==> src/rtl/conv_pkg.sv <==
// Shared definitions for the convolution datapath: default geometry,
// a width helper and the pixel type.
package conv_pkg;

    localparam int DATA_W_DEF       = 9;
    localparam int IMAGE_WIDTH_DEF  = 28;
    localparam int IMAGE_HEIGHT_DEF = 28;
    localparam int KERNEL_WIDTH_DEF = 5;

    typedef logic signed [DATA_W_DEF-1:0] pixel_t;

    // Bits needed to index 0..value-1. Never returns less than 1, so
    // an index port is never zero-width.
    function automatic int clog2(input int value);
        int width;
        width = 1;
        for (int i = 1; i < 31; i++) begin
            if ((32'sd1 <<< i) < value) begin
                width = i + 1;
            end
        end
        return width;
    endfunction

endpackage

==> src/rtl/line_delay.sv <==
// Enable-gated row delay: LEN words deep, cleared by the asynchronous
// reset. q is the word that was shifted in LEN enabled beats ago.
module line_delay #(
    parameter int DATA_W = 9,
    parameter int LEN    = 28
) (
    input  logic              clk,
    input  logic              reset,
    input  logic              en,
    input  logic [DATA_W-1:0] d,
    output logic [DATA_W-1:0] q
);

    logic [DATA_W-1:0] mem_r [LEN];

    // Shift one word along the delay on each enabled beat.
    always_ff @(posedge clk or negedge reset) begin
        if (!reset) begin
            for (int i = 0; i < LEN; i++) begin
                mem_r[i] <= '0;
            end
        end else if (en) begin
            mem_r[0] <= d;
            for (int i = 1; i < LEN; i++) begin
                mem_r[i] <= mem_r[i-1];
            end
        end
    end

    assign q = mem_r[LEN-1];

endmodule

==> src/rtl/conv_line_buffer.sv <==
// Line buffer for the convolution datapath. Holds KERNEL_WIDTH-1 image
// rows and presents one vertical column of taps per accepted pixel,
// together with its frame position and validity qualifiers.
// Optional build macro LINE_BUF_ZERO_PAD_EN: taps above the top image
// edge read as zero, and the column is qualified on every pixel.
module conv_line_buffer
    import conv_pkg::*;
#(
    parameter int DATA_W       = DATA_W_DEF,
    parameter int IMAGE_WIDTH  = IMAGE_WIDTH_DEF,
    parameter int IMAGE_HEIGHT = IMAGE_HEIGHT_DEF,
    parameter int KERNEL_WIDTH = KERNEL_WIDTH_DEF
) (
    input  logic                                clk,
    input  logic                                reset,
    input  logic                                in_valid,
    input  logic                                sof,
    input  logic signed [DATA_W-1:0]            data_in,
    output logic                                out_valid,
    output logic [KERNEL_WIDTH*DATA_W-1:0]      col_out,
    output logic                                col_valid,
    output logic                                win_valid,
    output logic [clog2(IMAGE_HEIGHT)-1:0]      row_idx,
    output logic [clog2(IMAGE_WIDTH)-1:0]       col_idx,
    output logic                                eof
);

    localparam int ROW_W = clog2(IMAGE_HEIGHT);
    localparam int COL_W = clog2(IMAGE_WIDTH);

    logic [DATA_W-1:0] slice0_r;
    logic [DATA_W-1:0] tap_s [KERNEL_WIDTH];
    logic [ROW_W-1:0]  row_idx_r, nrow_r, pos_row_s, nrow_next_s;
    logic [COL_W-1:0]  col_idx_r, ncol_r, pos_col_s, ncol_next_s;
    logic              out_valid_r, col_valid_r, win_valid_r, eof_r;
    logic              row_ok_s, col_ok_s, last_s;

    // Tap 0 is the newest pixel; each further tap is one full row later.
    assign tap_s[0] = slice0_r;

    genvar k;
    generate
        for (k = 1; k < KERNEL_WIDTH; k++) begin : gen_dly
            line_delay #(
                .DATA_W (DATA_W),
                .LEN    (IMAGE_WIDTH)
            ) u_dly (
                .clk   (clk),
                .reset (reset),
                .en    (in_valid),
                .d     (tap_s[k-1]),
                .q     (tap_s[k])
            );
        end
    endgenerate

    // Position of the pixel being accepted (sof resyncs to the frame origin).
    always_comb begin
        pos_row_s = nrow_r;
        pos_col_s = ncol_r;
        if (sof) begin
            pos_row_s = '0;
            pos_col_s = '0;
        end else begin
            pos_row_s = nrow_r;
            pos_col_s = ncol_r;
        end
    end

    // Position expected for the following pixel, with row/frame wrap.
    always_comb begin
        ncol_next_s = pos_col_s + COL_W'(1);
        nrow_next_s = pos_row_s;
        if (pos_col_s == COL_W'(IMAGE_WIDTH - 1)) begin
            ncol_next_s = '0;
            if (pos_row_s == ROW_W'(IMAGE_HEIGHT - 1)) begin
                nrow_next_s = '0;
            end else begin
                nrow_next_s = pos_row_s + ROW_W'(1);
            end
        end else begin
            ncol_next_s = pos_col_s + COL_W'(1);
            nrow_next_s = pos_row_s;
        end
    end

    assign last_s   = (pos_row_s == ROW_W'(IMAGE_HEIGHT - 1)) &&
                      (pos_col_s == COL_W'(IMAGE_WIDTH - 1));
    assign col_ok_s = (int'(pos_col_s) >= KERNEL_WIDTH - 1);
`ifdef LINE_BUF_ZERO_PAD_EN
    assign row_ok_s = 1'b1;
`else
    assign row_ok_s = (int'(pos_row_s) >= KERNEL_WIDTH - 1);
`endif

    // Output qualifiers, newest tap and frame position, updated per accepted pixel.
    always_ff @(posedge clk or negedge reset) begin
        if (!reset) begin
            slice0_r    <= '0;
            row_idx_r   <= '0;
            col_idx_r   <= '0;
            nrow_r      <= '0;
            ncol_r      <= '0;
            out_valid_r <= 1'b0;
            col_valid_r <= 1'b0;
            win_valid_r <= 1'b0;
            eof_r       <= 1'b0;
        end else begin
            out_valid_r <= in_valid;
            col_valid_r <= in_valid && row_ok_s;
            win_valid_r <= in_valid && row_ok_s && col_ok_s;
            eof_r       <= in_valid && last_s;
            if (in_valid) begin
                slice0_r  <= data_in;
                row_idx_r <= pos_row_s;
                col_idx_r <= pos_col_s;
                nrow_r    <= nrow_next_s;
                ncol_r    <= ncol_next_s;
            end
        end
    end

    // Pack the taps onto col_out, blanking rows above the image top when padding.
    always_comb begin
        col_out = '0;
        for (int r = 0; r < KERNEL_WIDTH; r++) begin
`ifdef LINE_BUF_ZERO_PAD_EN
            if (r > int'(row_idx_r)) begin
                col_out[r*DATA_W +: DATA_W] = '0;
            end else begin
                col_out[r*DATA_W +: DATA_W] = tap_s[r];
            end
`else
            col_out[r*DATA_W +: DATA_W] = tap_s[r];
`endif
        end
    end

    assign out_valid = out_valid_r;
    assign col_valid = col_valid_r;
    assign win_valid = win_valid_r;
    assign eof       = eof_r;
    assign row_idx   = row_idx_r;
    assign col_idx   = col_idx_r;

endmodule

==> config.mk <==
export PLATFORM = sky130hd
export DESIGN_NAME = conv_line_buffer
export DESIGN_NICKNAME = d
export VERILOG_FILES = /design/src/rtl/conv_pkg.sv /design/src/rtl/line_delay.sv /design/src/rtl/conv_line_buffer.sv
export SDC_FILE = /design/constraint.sdc
export NUM_CORES = 1
export LEC_CHECK = 0
export BUFFER_PORTS_ARGS = -buffer_cell sky130_fd_sc_hd__buf_4
export CAP_MARGIN = 40
export CORE_UTILIZATION = 62
export DETAILED_ROUTE_END_ITERATION = 16
export GPL_TIMING_DRIVEN = 1
export PLACE_DENSITY = 0.79
export SLEW_MARGIN = 25
export SYNTH_ARGS = -nofsm -noshare
export SYNTH_HDL_FRONTEND = slang
export SYNTH_SLANG_ARGS = --single-unit
==> constraint.sdc <==
create_clock -name clk -period 1.8 [get_ports clk]
set_input_delay 0.18 -clock clk [delete_from_list [all_inputs] [get_ports clk]]
set_output_delay 0.18 -clock clk [all_outputs]
set_load 0.01 [all_outputs]
## Word-level counts from Yosys, hierarchy flattened

Index checks and enable logic that the tools add are counted.

- Register bits: 1041
- Bits of input ports: 13
- Output and inout bits: 59
- Logic and storage cells: 136

- Add/subtract/negate cells: 2
- $lt $le $gt $ge: 2
- Equal/unequal tests: 2
- Multiplexer cells: 5
- Reductions and logical operators: 4

Operators by type and width:

| kind | number |
|---|---|
| 5-bit two-way mux | 5 |
| 5-bit by 1-bit adder with 5-bit output (second input constant) | 2 |
| 5-bit == test (second input constant) | 2 |
| 5-bit by 3-bit greater-or-equal comparator with 1-bit output (second input constant) | 2 |
| 1-bit logical AND | 4 |

## Depth between registers and ports, before layout

Gate-level depths: netlist of run 1.

- Depth after elaboration: 4
- Depth in mapped cells: 6
- Gate-level depth less buffers: 5

## Hierarchy

A second synthesis of run 1 with hierarchy kept.

- Cells, all modules: 2290
- Area total of the unflattened synthesis: 42101.6 um^2

By module, submodules not included:

| module | instances | cells each | area each (um^2) | sequential area each (um^2) |
|---|---|---|---|---|
| line_delay | 4 | 541 | 10158.5 | 6306.0 |
| conv_line_buffer | 1 | 126 | 1467.7 | 825.8 |

## Worst setup path after synthesis of run 1

Ideal clock, no wire load.

- Kind: reg2reg
- Start point: register ncol_r[0]
- End point: register ncol_r[1]
- Setup time: 0.125 ns
- Arrival: 1.273 ns
- Required time: 1.675 ns
- Slack: 0.403 ns
- Cell stages (with the launch flop): 4
- Path buffers: 0
- Clock period less this slack: 1.397 ns
- Path through: dfrtp_1 > or2b_2 > ha_1 > mux2_2

- Word-level cells in the longest chain between the ends: 3
- Elaborated cells between the ends (all ways): 4
- Classes of those cells: add/sub (1); eq/ne (1); mux (2)

Ends and longest elaborated chain:

| what | RTL line | RTL |
|---|---|---|
| start, declared | conv_line_buffer.sv:34 | `logic [COL_W-1:0] col_idx_r, ncol_r, pos_col_s, ncol_next_s;` |
| start signal, assigned | conv_line_buffer.sv:118 | `ncol_r <= ncol_next_s;` |
| 5-bit two-way mux (*) | conv_line_buffer.sv:61 | `if (sof) begin` |
| 5-bit by 1-bit adder with 5-bit output / 5-bit == test (equally long branches) | conv_line_buffer.sv:82, conv_line_buffer.sv:74 |  |
| 5-bit two-way mux (*) | conv_line_buffer.sv:74 | `if (pos_col_s == COL_W'(IMAGE_WIDTH - 1)) begin` |
| net ncol_next_s[1] | conv_line_buffer.sv:34 |  |

The timed path passes the listed nets; every way through them passes the cells marked *.
A chain may end at the register's enable or synchronous reset.

## Worst setup path after layout of run 1

Same ends and word-level chain as after synthesis.

==> flow_metrics.tcl, run 1 <==
set metrics [dict create \
    clk_latency_ns 0.64 \
    cp-end-kind "register" \
    fin_worst_skew_ns 0.01452 \
    tritoncts "done" \
    cts_made_buffers 100 \
    crit_type "reg -> reg" \
    fp.dieH_um 253.4 \
    rsz0062_at_grt "false" \
    critPathArrivalTime_ns 2.01 \
    route.detailed.drc 0 \
    io_pins 72 \
    required_ns 2.33 \
    cts.clk_slew.worst_paths_ns 0.06 \
    initial_core_util 0.6317 \
    place_congestion 0.7144 \
    highest_layer "met4" \
    wl_met1_mm 24.74 \
    row_count 91 \
    fmax_mhz 674.2 \
    hp-class "in -> async" \
    wl_per_cell_um 17.02 \
    startpoint_type "register" \
    crit_path_top_delay_cell "dfrtp_1" \
    nets 2432 \
    port_buffers 71 \
    timing_worst_slew_pin_value_ns 0.5316 \
    overflow 0 \
    max_stage_delay_ns 0.48 \
    coreArea_um2 62050 \
    vias 18150 \
    root_buffer "clkbuf_16" \
    swShare 0.2178 \
    met3WireLength_mm 1.668 \
    p_sw_mw 11.76 \
    slew_headroom 0.6456 \
    fin_crit_ns 1.483 \
    detail_route.first_pass.iterations 6 \
    drv_cap 0 \
    maxSlewViolCount 0 \
    reg2reg_from "ncol_r[0]$_DFFE_PN0P_" \
    seq_area_frac_synth 0.6645 \
    crit_path_cell_trace "or2b_2 -> ha_1 -> mux2_2" \
    cts_sinks 1041 \
    die_w_um 253.4 \
    die-area_um2 64230 \
    ys_ff_latch 1041 \
    cts-htree-levels 3 \
    status "complete, no violations" \
    drt_iter0_drc 727 \
    grt_pass1_wl_mm 99.20 \
    startpoint "ncol_r[0]$_DFFE_PN0P_" \
    netlist_area_um2 39200 \
    crit_fanout 8 \
    synth_cells 2290 \
    power.leakage_nw 22.54 \
    cts_resized 0 \
    viasPerCell 5.446 \
    clkPwrFrac 0.409 \
    setup_viol_count_final 0 \
    place_hpwl_mm 34.44 \
    placed_area_um2 40980 \
    syn_nets 2305 \
    drive_gt1_frac 0.5469 \
    tns_ns 0 \
    groute.usage.overall 0.1890 \
    ant_nets 0 \
    antennaDiodeCount 0 \
    ir_drop_mv 0.9116 \
    cts.path.max_buffers 3 \
    hold_viol_final 0 \
    yosysWarnings 0 \
    areaGrowthSynthToFinish_pct 13.91 \
    power_frac_seq 0.507 \
    grt_pass1_vias 20040 \
    p_int_mw 42.24 \
    p_per_area_nw_per_um2 1209 \
    grt_max_degree 99 \
    synth_area_per_cell_um2 17.12 \
    fin_crit_sh 0.8240 \
    grt_antenna_before_repair 0 \
    p_comb_frac 0.083 \
    routed_wl_mm 56.73 \
    pre_cts_ws_ns 0.3051 \
    synth_cell_types 44 \
    worst_slack_ns 0.3169 \
    dr_wl_met2_mm 29.11 \
    finish.instance_area_um2 44650 \
]
[routing by layer]
metal  global-route usage  vias to the layer above
met4              0.05714                        0
met2               0.3184                      190
li1                     -                     8354
met1               0.2523                     9513
met5                    0                        -
met3              0.03310                       93
[placed cells by master (no fill, tap or decap), types with 2 or more instances in the layout]
| master | count |
|---|---|
| dfrtp_1 | 1041 |
| mux2_2 | 1021 |
| buf_4 | 120 |
| clkbuf_16 | 102 |
| buf_12 | 46 |
| clkbuf_8 | 24 |
| clkinv_2 | 16 |
| clkbuf_1 | 15 |
| bufinv_16 | 15 |
| dlygate4sd3_1 | 12 |
| o21ai_0 | 8 |
| nand3b_1 | 7 |
| nand2_1 | 6 |
| inv_1 | 6 |
| inv_6 | 5 |
| nor4_1 | 3 |
| nand2b_1 | 3 |
| a21oi_1 | 3 |
| o31a_1 | 2 |
| a211o_1 | 2 |
| and2b_1 | 2 |
| nand4b_4 | 2 |
| nor2_1 | 2 |
| ha_1 | 2 |
| clkinvlp_4 | 2 |
| buf_8 | 2 |
[cells by family (layout without fill, tap and decap cells)]
group,after synthesis,in the layout,synth area share
buffers and inverters,162,368,0.02924
AOI/OAI and AO/OA,25,25,0.004405
adders and majority gates,2,2,0.0006383
and+or+nand+nor,39,39,0.007884
DFF,1041,1041,0.6645
muxes,1021,1021,0.2933
[worst paths after layout]
kind / end / slack, ns / cells past startpoint
max: ncol_r[1]$_DFFE_PN0P_ / 0.32 / 3
min: gen_dly[2].u_dly.mem_r[226]$_DFFE_PN0P_ / 0.05 / 2
max reg2reg: ncol_r[1]$_DFFE_PN0P_ / 0.32 / 3
min reg2reg: gen_dly[2].u_dly.mem_r[85]$_DFFE_PN0P_ / 0.49 / 1
max in group asynchronous: gen_dly[3].u_dly.mem_r[179]$_DFFE_PN0P_ / 0.91 / 3
min in group clk: slice0_r[5]$_DFFE_PN0P_ / 0.32 / 3
[layout make-up]
class / instances / area, um2
fill: 3720 / 17400
timing repair buffer: 180 / 1972
clock buffer: 141 / 2939
tap: 837 / 1047
inverter: 7 / 26.28
sequential: 1041 / 26050
multi-input combinational: 1087 / 12000
clock inverter: 40 / 614.3
[synth_stat cells, drive strengths merged]
| master | number | share of area |
|---|---|---|
| dfrtp | 1041 | 0.66 |
| mux2 | 1021 | 0.29 |
| buf | 154 | 0.028 |
| o21ai | 8 | 0.0010 |
| inv | 7 | 0.00067 |
| nand3b | 7 | 0.0013 |
| nand2 | 6 | 0.00057 |
| a21oi | 3 | 0.00038 |
| and2b | 3 | 0.00061 |
| nand2b | 3 | 0.00048 |
| nor4 | 3 | 0.00048 |
| a211o | 2 | 0.00045 |
| and3b | 2 | 0.00048 |
| and4b | 2 | 0.00054 |
| ha | 2 | 0.00064 |
| nand4b | 2 | 0.0012 |
| nor2 | 2 | 0.00019 |
| nor2b | 2 | 0.00051 |
| o31a | 2 | 0.00045 |
| o31ai | 2 | 0.00051 |
| a221o | 1 | 0.00026 |
| a22o | 1 | 0.00022 |
| a31oi | 1 | 0.00016 |
| and2 | 1 | 0.00016 |
| and4bb | 1 | 0.00032 |
| clkbuf | 1 | 0.00013 |
| nand4 | 1 | 0.00016 |
| nor3 | 1 | 0.00013 |
| nor3b | 1 | 0.00019 |
| o211ai | 1 | 0.00019 |
| o21a | 1 | 0.00019 |
| o21bai | 1 | 0.00019 |
| o22ai | 1 | 0.00016 |
| o311ai | 1 | 0.00022 |
| or2b | 1 | 0.00022 |
| or3 | 1 | 0.00029 |
[per-stage QoR]
stage / hold WS [ns] / power [mW] / util / cells
CTS: 0.01378 / 54.70 / 0.7196 / 3333
global route: 0.03806 / 56.31 / 0.7196 / 3333
detailed placement: 0.1065 / 32.33 / 0.6604 / 3140
finish: 0.04644 / 54.00 / 0.7196 / 3333
global placement: 0.1060 / 31.85 / 0.6604 / 3140
floorplan: -0.1156 / 30.63 / - / 2290
[worst max-delay path: cells and delay by family (launching register included)]
| kind | cells | cell delay (ns) |
|---|---|---|
| DFF | 1 | 0.48 |
| muxes | 1 | 0.26 |
| and+or+nand+nor | 1 | 0.33 |
| adders and majority gates | 1 | 0.29 |
[repair_timing]
action,in CTS,in global routing
buffers inserted,0,0
hold endpoints to repair,870,0
hold buffers,12,0
[registers in the layout (all words and copies together), names as in the netlist]
| name | count |
|---|---|
| eof | 1 |
| gen_dly.u_dly.mem_r | 972 |
| out_valid | 1 |
| col_idx | 5 |
| win_valid | 1 |
| ncol_r | 5 |
| nrow_r | 5 |
| gen_dly.u_dly.q | 36 |
| row_idx | 5 |
| col_valid | 1 |
| slice0_r | 9 |
[power by group through the flow]
stage	Sequential (mW)	Combinational, mW	Clock (mW)
floorplan	27.2	3.39	0
global placement	27.6	4.28	0
detailed placement	27.8	4.54	0
CTS	27.4	4.62	22.7
global route	27.7	4.97	23.6
finish	27.4	4.50	22.1
(Power assumes the default switching activity.)
==> run 2, diff against run 1 <==
--- a/config.mk
+++ b/config.mk
@@ -7,10 +7,10 @@
 export LEC_CHECK = 0
 export BUFFER_PORTS_ARGS = -buffer_cell sky130_fd_sc_hd__buf_4
 export CAP_MARGIN = 40
-export CORE_UTILIZATION = 62
+export CORE_UTILIZATION = 56
 export DETAILED_ROUTE_END_ITERATION = 16
 export GPL_TIMING_DRIVEN = 1
-export PLACE_DENSITY = 0.79
+export PLACE_DENSITY = 0.75
 export SLEW_MARGIN = 25
 export SYNTH_ARGS = -nofsm -noshare
 export SYNTH_HDL_FRONTEND = slang
==> constraint.sdc (replaced) <==
create_clock -name clk -period 1.2 [get_ports clk]
set_input_delay 0.12 -clock clk [delete_from_list [all_inputs] [get_ports clk]]
set_output_delay 0.12 -clock clk [all_outputs]
set_load 0.01 [all_outputs]
==> flow_metrics.tcl, run 2 (synthesized netlist as in run 1, its figures left out) <==
set metrics [dict create \
    initial_core_util 0.5686 \
    p_comb_frac 0.096 \
    ff_latch_area_um2 26050 \
    fin_worst_skew_ns 0.01439 \
    antennaDiodeCount 0 \
    coreArea_um2 68950 \
    io_pins 72 \
    cts.path.max_buffers 3 \
    maxSlewViolCount 0 \
    power.leakage_nw 23.33 \
    fin_crit_sh 1.155 \
    areaGrowthSynthToFinish_pct 18.18 \
    die-area_um2 71060 \
    place_hpwl_mm 34.86 \
    fp.dieH_um 266.6 \
    groute.usage.overall 0.1722 \
    routed_wl_mm 60.44 \
    viasPerCell 5.271 \
    drt_iter0_drc 953 \
    fin_hold_ws_ns -0.03132 \
    cts_made_buffers 103 \
    root_buffer "clkbuf_16" \
    drv_cap 0 \
    grt_pass1_vias 20470 \
    grt_pass1_wl_mm 102.3 \
    violations "negative hold slack, negative setup slack" \
    ir_drop_mv 1.365 \
    fin_total_pwr_mw 81.03 \
    status "finished with violations" \
    startpoint_type "register" \
    grt_max_degree 73 \
    placed_cells 3275 \
    p_int_mw 62.88 \
    overflow 0 \
    row_count 96 \
    p_per_area_nw_per_um2 1749 \
    route.detailed.drc 0 \
    slew_headroom 0.7507 \
    fin_crit_ns 1.386 \
    hold_viol_final 12 \
    place_congestion 0.7324 \
    fin_cells 3546 \
    critPathArrivalTime_ns 1.96 \
    ant_nets 0 \
    nets 2546 \
    swShare 0.2241 \
    setup_viol_count_final 68 \
    tritoncts "done" \
    crit_fanout 3 \
    drive_gt1_frac 0.5713 \
    cts_sinks 1041 \
    required_ns 1.77 \
    crit_type "reg -> reg" \
    wl_per_cell_um 17.04 \
    regMostFlops "gen_dly.u_dly.mem_r" \
    p_sw_mw 18.16 \
    detail_route.first_pass.iterations 4 \
    vias 18690 \
    cts-htree-levels 3 \
    power_frac_seq 0.507 \
    final_cell_mix "1039 x dfrtp_1, 1019 x mux2_2, 140 x buf_4" \
    rsz0062_at_grt "true" \
    cp-end-kind "register" \
    fmax_mhz 721.4 \
    largest_register_ffs 972 \
    final_common_cell "dfrtp_1" \
    clk_latency_ns 0.65 \
    worst_slack_ns -0.1863 \
    port_buffers 71 \
    n_fill_cell 4510 \
    timing_worst_slew_pin_value_ns 0.3739 \
    clkPwrFrac 0.397 \
    grt_antenna_before_repair 0 \
    cts.clk_slew.worst_paths_ns 0.07 \
    die_w_um 266.6 \
    multiInputGateArea_um2 12100 \
    hp-class "in -> async" \
]
[run 2: power groups by stage]
stage,clock network [mW],logic [mW],registers (mW)
2_1_floorplan,0,5.10,40.9
3_3_place_gp,0,6.70,41.4
3_5_place_dp,0,7.02,41.7
4_1_cts,33.1,7.55,41.1
5_1_grt,34.6,8.48,41.6
6_report,32.2,7.76,41.1
[run 2: final cells by class]
cell class / count / area share
clock buffer: 148 / 0.06536
clock inverter: 41 / 0.009858
inverter: 7 / 0.0005672
multi-input combinational: 1087 / 0.2611
sequential: 1041 / 0.5624
tap: 931 / 0.02515
timing repair buffer: 291 / 0.07557
[run 2: metal layers]
metal  track usage  share of wire  vias up  routed length [um]
li1              -              -     8578                   -
met1        0.2369           0.44     9789               26790
met2        0.2813           0.51      219               30560
met3       0.02814          0.031      104                1847
met4       0.05623          0.021        0                1241
met5             0              0        -                   0
[run 2: worst paths after layout]
kind	startpoint	end	slack [ns]	depth (start not counted)
max	nrow_r[1]$_DFFE_PN0P_	eof$_DFF_PN0_	-0.19	4
min	reset	gen_dly[3].u_dly.mem_r[150]$_DFFE_PN0P_	-0.03	2
max reg2reg	nrow_r[1]$_DFFE_PN0P_	eof$_DFF_PN0_	-0.19	4
min reg2reg	gen_dly[4].u_dly.mem_r[83]$_DFFE_PN0P_	gen_dly[4].u_dly.mem_r[74]$_DFFE_PN0P_	0.49	1
max in group asynchronous	reset	gen_dly[1].u_dly.mem_r[29]$_DFFE_PN0P_	0.43	4
min in group clk	in_valid	row_idx[2]$_DFFE_PN0P_	0.21	4
[run 2: per-stage QoR]
| stage | utilization | TNS, ns | cell area (um2) | setup slack, ns |
|---|---|---|---|---|
| 3_3_place_gp | 0.6019 | -24.59 | 41500 | -0.1240 |
| 4_1_cts | 0.6629 | -9.731 | 45700 | -0.1754 |
| 3_5_place_dp | 0.6019 | -31.00 | 41500 | -0.1119 |
| 2_1_floorplan | - | -0.2623 | 39220 | -0.1042 |
| 6_report | 0.6719 | -5.844 | 46330 | -0.1863 |
| 5_1_grt | 0.6719 | -8.723 | 46330 | -0.2140 |
[run 2: what timing repair did]
action	CTS	global route
gates cloned	0	13
pin swaps	2	6
hold endpoints to repair	1067	12
gates resized for setup	74	32
endpoints found under the setup margin	67	494
hold buffers	13	1
setup buffers	40	16
[run 2: worst max-delay path: stages (launching register included)]
cell      delay (ns)
dfrtp_1         0.40
nor2b_4         0.18
inv_2           0.05
or3_4           0.41
and4bb_1        0.28
==> run 3, diff against run 2 <==
--- a/config.mk
+++ b/config.mk
@@ -7,11 +7,10 @@
 export LEC_CHECK = 0
 export BUFFER_PORTS_ARGS = -buffer_cell sky130_fd_sc_hd__buf_4
 export CAP_MARGIN = 40
-export CORE_UTILIZATION = 56
+export CORE_UTILIZATION = 62
 export DETAILED_ROUTE_END_ITERATION = 16
 export GPL_TIMING_DRIVEN = 1
-export PLACE_DENSITY = 0.75
-export SLEW_MARGIN = 25
+export PLACE_DENSITY = 0.79
 export SYNTH_ARGS = -nofsm -noshare
 export SYNTH_HDL_FRONTEND = slang
 export SYNTH_SLANG_ARGS = --single-unit
==> constraint.sdc (replaced) <==
create_clock -name clk -period 1.55 [get_ports clk]
set_input_delay 0.155 -clock clk [delete_from_list [all_inputs] [get_ports clk]]
set_output_delay 0.155 -clock clk [all_outputs]
set_load 0.01 [all_outputs]
==> flow_metrics.tcl, run 3 (synthesized netlist as in run 1, its figures left out) <==
set metrics [dict create \
    max_stage_delay_ns 0.49 \
    crit_path_cell_trace "buf_4 -> nand4b_4 -> o311ai_0 -> o31ai_2" \
    grt_antenna_before_repair 0 \
    groute.usage.overall 0.1901 \
    hold_viol_final 0 \
    drive_gt1_frac 0.5442 \
    route.detailed.drc 0 \
    wl_per_cell_um 17.04 \
    ir_drop_mv 1.202 \
    fin_worst_skew_ns 0.02359 \
    fp.dieH_um 253.4 \
    cts.clk_slew.worst_paths_ns 0.06 \
    hp-class "in -> async" \
    nets 2440 \
    final_cell_mix "1041 x dfrtp_1, 1021 x mux2_2, 125 x buf_4" \
    areaGrowthSynthToFinish_pct 13.63 \
    tritoncts "done" \
    fmax_mhz 670.5 \
    overflow 0 \
    crit_fanout 7 \
    place_hpwl_mm 34.99 \
    antennaDiodeCount 0 \
    regMostFlops "gen_dly.u_dly.mem_r" \
    die-area_um2 64230 \
    setup_viol_count_final 0 \
    routed_wl_mm 56.86 \
    rsz0062_at_grt "false" \
    cp-end-kind "register" \
    largest_register_ffs 972 \
    critPathArrivalTime_ns 2.00 \
    required_ns 2.05 \
    n_fill_cell 3734 \
    cts-htree-levels 3 \
    timing_worst_slew_pin_value_ns 0.6702 \
    die_w_um 253.4 \
    coreArea_um2 62050 \
    fin_crit_ns 1.491 \
    drt_iter0_drc 806 \
    slew_headroom 0.5517 \
    fin_hold_ws_ns 0.2148 \
    initial_core_util 0.6317 \
    grt_max_degree 98 \
    status "complete, no violations" \
    cts_made_buffers 99 \
    vias 18140 \
    row_count 91 \
    final_common_cell "dfrtp_1" \
    detail_route.first_pass.iterations 4 \
    grt_pass1_vias 20010 \
    maxSlewViolCount 0 \
    grt_pass1_wl_mm 99.89 \
    startpoint_type "register" \
    tns_ns 0 \
    root_buffer "clkbuf_16" \
    viasPerCell 5.433 \
    drv_cap 0 \
    cts.path.max_buffers 3 \
    power.leakage_nw 22.48 \
    cts_sinks 1041 \
    fin_crit_sh 0.9622 \
    fin_total_pwr_mw 61.32 \
    clk_latency_ns 0.64 \
    crit_path_top_delay_cell "o311ai_0" \
    crit_type "reg -> reg" \
    port_buffers 71 \
    place_congestion 0.7014 \
    io_pins 72 \
    p_per_area_nw_per_um2 1377 \
    ant_nets 0 \
]
run 3: through the flow:
| step | instances | util | worst slack [ns] | cell area [um2] |
|---|---|---|---|---|
| after floorplan | 2290 | - | 0.1528 | 39200 |
| after global placement | 3148 | 0.6620 | 0.1394 | 41080 |
| after detailed placement | 3148 | 0.6620 | 0.09744 | 41080 |
| after CTS | 3338 | 0.7178 | 0.09315 | 44540 |
| after global routing | 3338 | 0.7178 | 0.02868 | 44540 |
| final | 3338 | 0.7178 | 0.05853 | 44540 |
run 3: timing repair:
action	CTS	global route
resized for setup	0	0
hold buffers	13	0
endpoints found under the hold margin	1066	0
setup buffers	0	0
run 3: routing by layer:
| layer | GRT usage | wire (um) | up-vias |
|---|---|---|---|
| li1 | - | - | 8329 |
| met1 | 0.2563 | 24870 | 9520 |
| met2 | 0.3187 | 29130 | 198 |
| met3 | 0.03454 | 1755 | 89 |
| met4 | 0.05333 | 1108 | 0 |
| met5 | 0 | 0 | - |
run 3: final cells by class:
cell class / count / area, um2 / share of cell area
Multi-Input combinational cell: 1087 / 12000 / 0.2695
Clock inverter: 32 / 409.1 / 0.009186
Timing Repair Buffer: 189 / 2079 / 0.04669
Clock buffer: 145 / 2925 / 0.06568
Inverter: 7 / 26.28 / 0.0005899
Tap cell: 837 / 1047 / 0.02351
Sequential cell: 1041 / 26050 / 0.5848
run 3: worst paths after layout:
check	from	endpoint	slack, ns	cells after the start
worst max-delay path	ncol_r[0]$_DFFE_PN0P_	nrow_r[2]$_DFFE_PN0P_	0.06	4
min in group clk	data_in[2]	slice0_r[2]$_DFFE_PN0P_	0.29	3
worst max register to register	ncol_r[0]$_DFFE_PN0P_	nrow_r[2]$_DFFE_PN0P_	0.06	4
max in group asynchronous	reset	gen_dly[3].u_dly.mem_r[159]$_DFFE_PN0P_	0.25	3
worst min-delay path	reset	gen_dly[3].u_dly.mem_r[54]$_DFFE_PN0P_	0.21	3
worst min register to register	gen_dly[4].u_dly.mem_r[82]$_DFFE_PN0P_	gen_dly[4].u_dly.mem_r[73]$_DFFE_PN0P_	0.49	1
run 3: report_power, final:
part	internal, mW	total, mW	switching, mW
registers	30.2	31.8	1.56
clock network	14.4	24.2	9.83
logic	3.21	5.33	2.12
total	47.8	61.3	13.5
run 3: critical path: cells and delay by family, from the launching register on:
family | cells | cell delay [ns]
AOI/OAI and AO/OA | 2 | 0.62
DFF | 1 | 0.44
buffers and inverters | 1 | 0.16
and+or+nand+nor | 1 | 0.12
